--- config.mk ---
export PLATFORM = sky130hd
export DESIGN_NAME = lock_key_loader_flat
export DESIGN_NICKNAME = d
export VERILOG_FILES = /design/src/rtl/lock_key_loader_if.sv /design/src/rtl/lock_key_loader.sv /design/src/flat_wrapper.sv
export SDC_FILE = /design/constraint.sdc
export NUM_CORES = 1
export LEC_CHECK = 0
export CAP_MARGIN = 20
export CELL_PAD_IN_SITES_DETAIL_PLACEMENT = 1
export CELL_PAD_IN_SITES_GLOBAL_PLACEMENT = 2
export CORE_UTILIZATION = 32
export DETAILED_ROUTE_END_ITERATION = 12
export PLACE_DENSITY_LB_ADDON = 0.1
export SYNTH_ARGS = -nofsm -noshare
export SYNTH_HDL_FRONTEND = slang
export SYNTH_SLANG_ARGS = --single-unit
--- constraint.sdc ---
create_clock -name clk -period 3 [get_ports clk]
set_clock_uncertainty 0.15 [all_clocks]
set_input_delay 0.9 -clock clk [delete_from_list [all_inputs] [get_ports clk]]
set_output_delay 0.9 -clock clk [all_outputs]
set_load 0.005 [all_outputs]
--- src/rtl/lock_key_loader_if.sv ---
// Key-chain bus between a key loader and its controller.
//   start, abort : load request / cancel from the controller
//   key_in       : KEY_WIDTH-bit key word, captured when start is accepted
//   key_sdata    : serial key bit toward the locked core (LSB first)
//   key_sen      : shift strobe, core shifts key_sdata on edges where this is 1
//   key_upd      : one-cycle pulse, core commits its shift register
//   core_rst     : active-high reset held on the locked core until delivery
//   busy, done   : load in progress / key delivered
// The controller side uses the master modport; the loader uses slave.
interface lock_key_loader_if #(
  parameter int KEY_WIDTH = 16
) ();
  logic                 start;
  logic                 abort;
  logic [KEY_WIDTH-1:0] key_in;
  logic                 key_sdata;
  logic                 key_sen;
  logic                 key_upd;
  logic                 core_rst;
  logic                 busy;
  logic                 done;

  modport master (
    output start, abort, key_in,
    input  key_sdata, key_sen, key_upd, core_rst, busy, done
  );

  modport slave (
    input  start, abort, key_in,
    output key_sdata, key_sen, key_upd, core_rst, busy, done
  );
endinterface

--- src/rtl/lock_key_loader.sv ---
// Serial key transmitter for latch-locked cores.
// Captures a KEY_WIDTH-bit key, shifts it LSB first into the locked core's key
// register with one strobe every DIV cycles, issues a one-cycle update pulse,
// and keeps the core in reset until the whole key has been delivered.
// Ports:
//   clk : single clock, rising edge
//   rst : asynchronous active-low reset
//   bus : lock_key_loader_if.slave (start/abort/key_in in; key_sdata, key_sen,
//         key_upd, core_rst, busy, done out)
// Every output is decoded from state, counters and the shadow key only, so
// there is no combinational path from any input to any output.
module lock_key_loader #(
  parameter int KEY_WIDTH = 16,
  parameter int DIV       = 2
) (
  input  logic                clk,
  input  logic                rst,
  lock_key_loader_if.slave    bus
);

  localparam int BW = (KEY_WIDTH > 1) ? $clog2(KEY_WIDTH) : 1;
  localparam int DW = (DIV > 1) ? $clog2(DIV) : 1;
  localparam logic [BW-1:0] BIT_LAST = BW'(KEY_WIDTH - 1);
  localparam logic [DW-1:0] DIV_LAST = DW'(DIV - 1);

  typedef enum logic [1:0] {
    IDLE   = 2'd0,
    SHIFT  = 2'd1,
    UPDATE = 2'd2,
    DONE   = 2'd3
  } state_t;

  state_t               state;
  state_t               state_next;
  logic [KEY_WIDTH-1:0] shadow;
  logic [BW-1:0]        bit_cnt;
  logic [DW-1:0]        div_cnt;
  logic                 accept;
  logic                 strobe;
  logic                 last_bit;

  // Next-state decode. abort has priority over everything, including a
  // start that arrives in the same cycle.
  always_comb begin
    state_next = state;
    accept     = 1'b0;
    strobe     = (state == SHIFT) && (div_cnt == DIV_LAST);
    last_bit   = (bit_cnt == BIT_LAST);
    if (bus.abort) begin
      state_next = IDLE;
    end else begin
      case (state)
        IDLE, DONE: begin
          if (bus.start) begin
            accept     = 1'b1;
            state_next = SHIFT;
          end
        end
        SHIFT: begin
          if (strobe && last_bit) begin
            state_next = UPDATE;
          end
        end
        UPDATE: begin
          state_next = DONE;
        end
        default: begin
          state_next = IDLE;
        end
      endcase
    end
  end

  always_ff @(posedge clk or negedge rst) begin
    if (!rst) begin
      state <= IDLE;
    end else begin
      state <= state_next;
    end
  end

  // Shadow key and counters. The key is frozen at accept time so later
  // key_in changes cannot corrupt a load. bit_cnt wrapping on the last strobe
  // is harmless because the state leaves SHIFT on that same edge.
  always_ff @(posedge clk or negedge rst) begin
    if (!rst) begin
      shadow  <= '0;
      bit_cnt <= '0;
      div_cnt <= '0;
    end else if (accept) begin
      shadow  <= bus.key_in;
      bit_cnt <= '0;
      div_cnt <= '0;
    end else if (state == SHIFT && !bus.abort) begin
      if (strobe) begin
        div_cnt <= '0;
        bit_cnt <= bit_cnt + BW'(1);
      end else begin
        div_cnt <= div_cnt + DW'(1);
      end
    end
  end

  // Output decode; the core stays in reset in every state except DONE.
  assign bus.key_sdata = (state == SHIFT) ? shadow[bit_cnt] : 1'b0;
  assign bus.key_sen   = strobe;
  assign bus.key_upd   = (state == UPDATE);
  assign bus.core_rst  = (state != DONE);
  assign bus.busy      = (state == SHIFT) || (state == UPDATE);
  assign bus.done      = (state == DONE);

endmodule

--- src/flat_wrapper.sv ---
// flat-port wrapper written by rule: the top's interface ports become plain ports
module lock_key_loader_flat 
#(
  parameter int KEY_WIDTH = 16,
  parameter int DIV       = 2
)
  (clk, rst, bus_start, bus_abort, bus_key_in, bus_key_sdata, bus_key_sen, bus_key_upd, bus_core_rst, bus_busy, bus_done);
  lock_key_loader_if #(.KEY_WIDTH(KEY_WIDTH)) bus_i ();
  input  logic clk;
  input  logic rst;
  input wire logic [$bits(bus_i.start)-1:0] bus_start;
  input wire logic [$bits(bus_i.abort)-1:0] bus_abort;
  input wire logic [$bits(bus_i.key_in)-1:0] bus_key_in;
  output wire logic [$bits(bus_i.key_sdata)-1:0] bus_key_sdata;
  output wire logic [$bits(bus_i.key_sen)-1:0] bus_key_sen;
  output wire logic [$bits(bus_i.key_upd)-1:0] bus_key_upd;
  output wire logic [$bits(bus_i.core_rst)-1:0] bus_core_rst;
  output wire logic [$bits(bus_i.busy)-1:0] bus_busy;
  output wire logic [$bits(bus_i.done)-1:0] bus_done;
  assign bus_i.start = bus_start;
  assign bus_i.abort = bus_abort;
  assign bus_i.key_in = bus_key_in;
  assign bus_key_sdata = bus_i.key_sdata;
  assign bus_key_sen = bus_i.key_sen;
  assign bus_key_upd = bus_i.key_upd;
  assign bus_core_rst = bus_i.core_rst;
  assign bus_busy = bus_i.busy;
  assign bus_done = bus_i.done;
  lock_key_loader #(.KEY_WIDTH(KEY_WIDTH), .DIV(DIV)) u_core (.clk(clk), .rst(rst), .bus(bus_i));
endmodule
==> flow_metrics.env <==
export IMPL_status="finished, final reports clean"
export IMPL_final_common_cell="clkdlybuf4s50_1"
export IMPL_slew_headroom=0.765
export IMPL_worstSetupPathType="flop to output pin"
export IMPL_initial_core_util=0.338
export IMPL_worst_pin_slew_ns=0.352
export IMPL_port_buffers=25
export IMPL_die_height_um=61.8
export IMPL_track_usage=0.131
export IMPL_dieArea_um2=3820
export IMPL_core_area_um2=3390
export IMPL_wl_met2_mm=1.13
export IMPL_synth_cell_type_count=27
export IMPL_endpoint_kind="output pin"
export IMPL_dpl_hpwl_mm=1.63
export IMPL_cts_root_buf="clkbuf_4"
export IMPL_reg2regPathDepth=6
export IMPL_num_fill_cells=365
export IMPL_finalMaxSlewViolations=0
export IMPL_crit_fanout=5
export IMPL_avgSynthCellArea_um2=12.9
export IMPL_wl_per_cell_um=13.5
export IMPL_final_hold_viol_count=0
export IMPL_rsz0062_at_grt="no"
export IMPL_fin_area_um2=1540
export IMPL_final_cells=166
export IMPL_cp_endpoint="bus_key_sdata"
export IMPL_total_power_w=0.00125
export IMPL_place_gp_congestion=0.814
export IMPL_tritoncts="yes"
export IMPL_synth_area_um2=1140
export IMPL_top_level_ports=26
export IMPL_dr_pass1_iters=3
export IMPL_htreeDepth=1
export IMPL_critPathLaunch="u_core.bit_cnt[0]$_DFFE_PN0P_"
export IMPL_synth_seq_area_share=0.503
export IMPL_overflow=0
export IMPL_met3_length_um=130
export IMPL_num_vias=809
export IMPL_register_area_um2=577
export IMPL_placed_cells=159
export IMPL_via_per_inst=4.87
export IMPL_r2r_start="u_core.state[0]$_DFFE_PN0P_"
export IMPL_rrSetupSlack_ns=1.06
export IMPL_ys_ff_latch=23
export IMPL_final_cell_mix="clkdlybuf4s50_1 (24), dfrtp_1 (22), mux2_2 (17)"
export IMPL_synth_top_area_frac=0.503
export IMPL_clk_latency_ns=0.32
export IMPL_start_kind="flop"
export IMPL_multi_input_area_um2=567
export IMPL_dpl_cell_area_um2=1460
export IMPL_p_per_area_nw_per_um2=810
export IMPL_yosysTopAreaCell="dfrtp_1"
export IMPL_peakVddDrop_mv=0.276
export IMPL_clock_path_buffers=2
export IMPL_period_needed_ns=2.89
export IMPL_ys_warn_count=0
export IMPL_drv_cap=0
export IMPL_cp_required_ns=1.95
export IMPL_cts_sinks=23
export IMPL_nNetsFinal=145
export IMPL_highest_layer="met4"
export IMPL_antenna_left=0
export IMPL_hold_depth=1
export IMPL_n_antenna_cell=0
export IMPL_numCtsBuffers=3
export IMPL_first_iter_violations=12
export IMPL_antenna_found_initial=0
export IMPL_rows=21
export IMPL_synthToLayoutAreaGrowth_pct=34.9
export IMPL_rr_endpoint="u_core.shadow[8]$_DFFE_PN0N_"
export IMPL_drc=0
export IMPL_fmax_mhz=346
export IMPL_synth_area_leaders="dfrtp_1 (50%), mux2_2 (18%), mux4_1 (4.6%), ha_1 (4.4%), nor2_1 (2.3%)"
export IMPL_grt_max_degree=24
export IMPL_syn_nets=113
export IMPL_finalCritPeriodShare=0.964
export IMPL_die_w_um=61.8
export IMPL_layout_drive_gt1_share=0.325
export IMPL_drt_met1_wl_um=965
export IMPL_hold_class="flop to flop"
export IMPL_arrival_ns=1.84
export IMPL_grt_pass1_wl_mm=3.57
export IMPL_p_leak_nw=0.636
export IMPL_netlist_instances=89
export IMPL_grt_pass1_vias=804
export IMPL_setup_tns_ns=0
export IMPL_cts_hold_buffers=0
export IMPL_clk_pin_slew_ns=0.13
export IMPL_post_route_util=0.456
export IMPL_final_setup_viol_count=0
export IMPL_wl_mm=2.25
## kinds of logic after synthesis
group	after synthesis	share of synthesized area
flip-flops	23	0.503
AND/OR/NAND/NOR	18	0.0874
XOR/XNOR	4	0.0306
AO/OA/AOI/OAI	9	0.0557
adder cells (fa/ha/maj)	4	0.0437
multiplexers	22	0.242
buffers and inverters	9	0.0382
## synthesized netlist by cell type (all sizes together)
library cell	count
nor2b	1
buf	3
nor2	7
clkbuf	1
dfrtp	23
mux2	19
ha	4
xor2	1
nand2b	1
mux4	2
xnor2	3
nor3b	1
a2111oi	1
nand2	1
o31ai	2
nand4	2
mux2i	1
o32ai	2
a21oi	1
and2	3
and3b	1
o21ai	1
o22ai	2
and2b	1
inv	5
## registers in the layout (all words and copies together) (netlist names)
name,flops
u_core.shadow,16
u_core.div_cnt,1
u_core.bit_cnt,4
u_core.state,2
## worst min-delay path by stage
stage / end / from
after floorplan: u_core.shadow[1]$_DFFE_PN0N_ / u_core.shadow[1]$_DFFE_PN0N_
after CTS: u_core.shadow[10]$_DFFE_PN0N_ / u_core.shadow[10]$_DFFE_PN0N_
after detailed placement: u_core.shadow[4]$_DFFE_PN0N_ / u_core.shadow[4]$_DFFE_PN0N_
after global routing: u_core.shadow[10]$_DFFE_PN0N_ / u_core.shadow[10]$_DFFE_PN0N_
after global placement: u_core.shadow[1]$_DFFE_PN0N_ / u_core.shadow[1]$_DFFE_PN0N_
final: u_core.shadow[2]$_DFFE_PN0N_ / u_core.shadow[2]$_DFFE_PN0N_
## report_power, final
group,total [W],internal [W],switching (W)
logic,0.000555,0.000356,0.000199
clock network,0.000148,0.0000510,0.0000967
registers,0.000548,0.000447,0.000101
## cell type report
| class | count | share of cell area |
|---|---|---|
| clock buffer | 3 | 0.0146 |
| sequential | 23 | 0.374 |
| timing repair buffer | 31 | 0.190 |
| inverter | 5 | 0.0122 |
| tap | 46 | 0.0373 |
| multi-input combinational | 57 | 0.367 |
| clock inverter | 1 | 0.00486 |
## stage by stage
step	setup slack, ns	hold WS (ns)
after floorplan	0.563	0.304
after global placement	0.0915	0.340
after detailed placement	0.0148	0.343
after CTS	0.0129	0.377
after global routing	0.0429	0.388
final	0.107	0.369
## metal layers
layer,vias to the layer above,GRT usage
met5,-,0
met4,0,0.0476
met3,4,0.0393
met2,18,0.224
met1,411,0.155
li1,376,-
## what timing repair did
| item | 4_1_cts | 5_1_grt |
|---|---|---|
| buffers inserted | 1 | 2 |
| endpoints found under the setup margin | 1 | 1 |
| resized for setup | 9 | 6 |
| pin swaps | 3 | 2 |
## critical path, stage by stage, from the launching register on
cell	delay (ns)
dfrtp_2	0.47
buf_6	0.14
mux2_4	0.31
o31ai_4	0.25
o32ai_2	0.11
and2_1	0.14
clkbuf_2	0.11
Note: power is estimated with default switching activity, not from simulation.
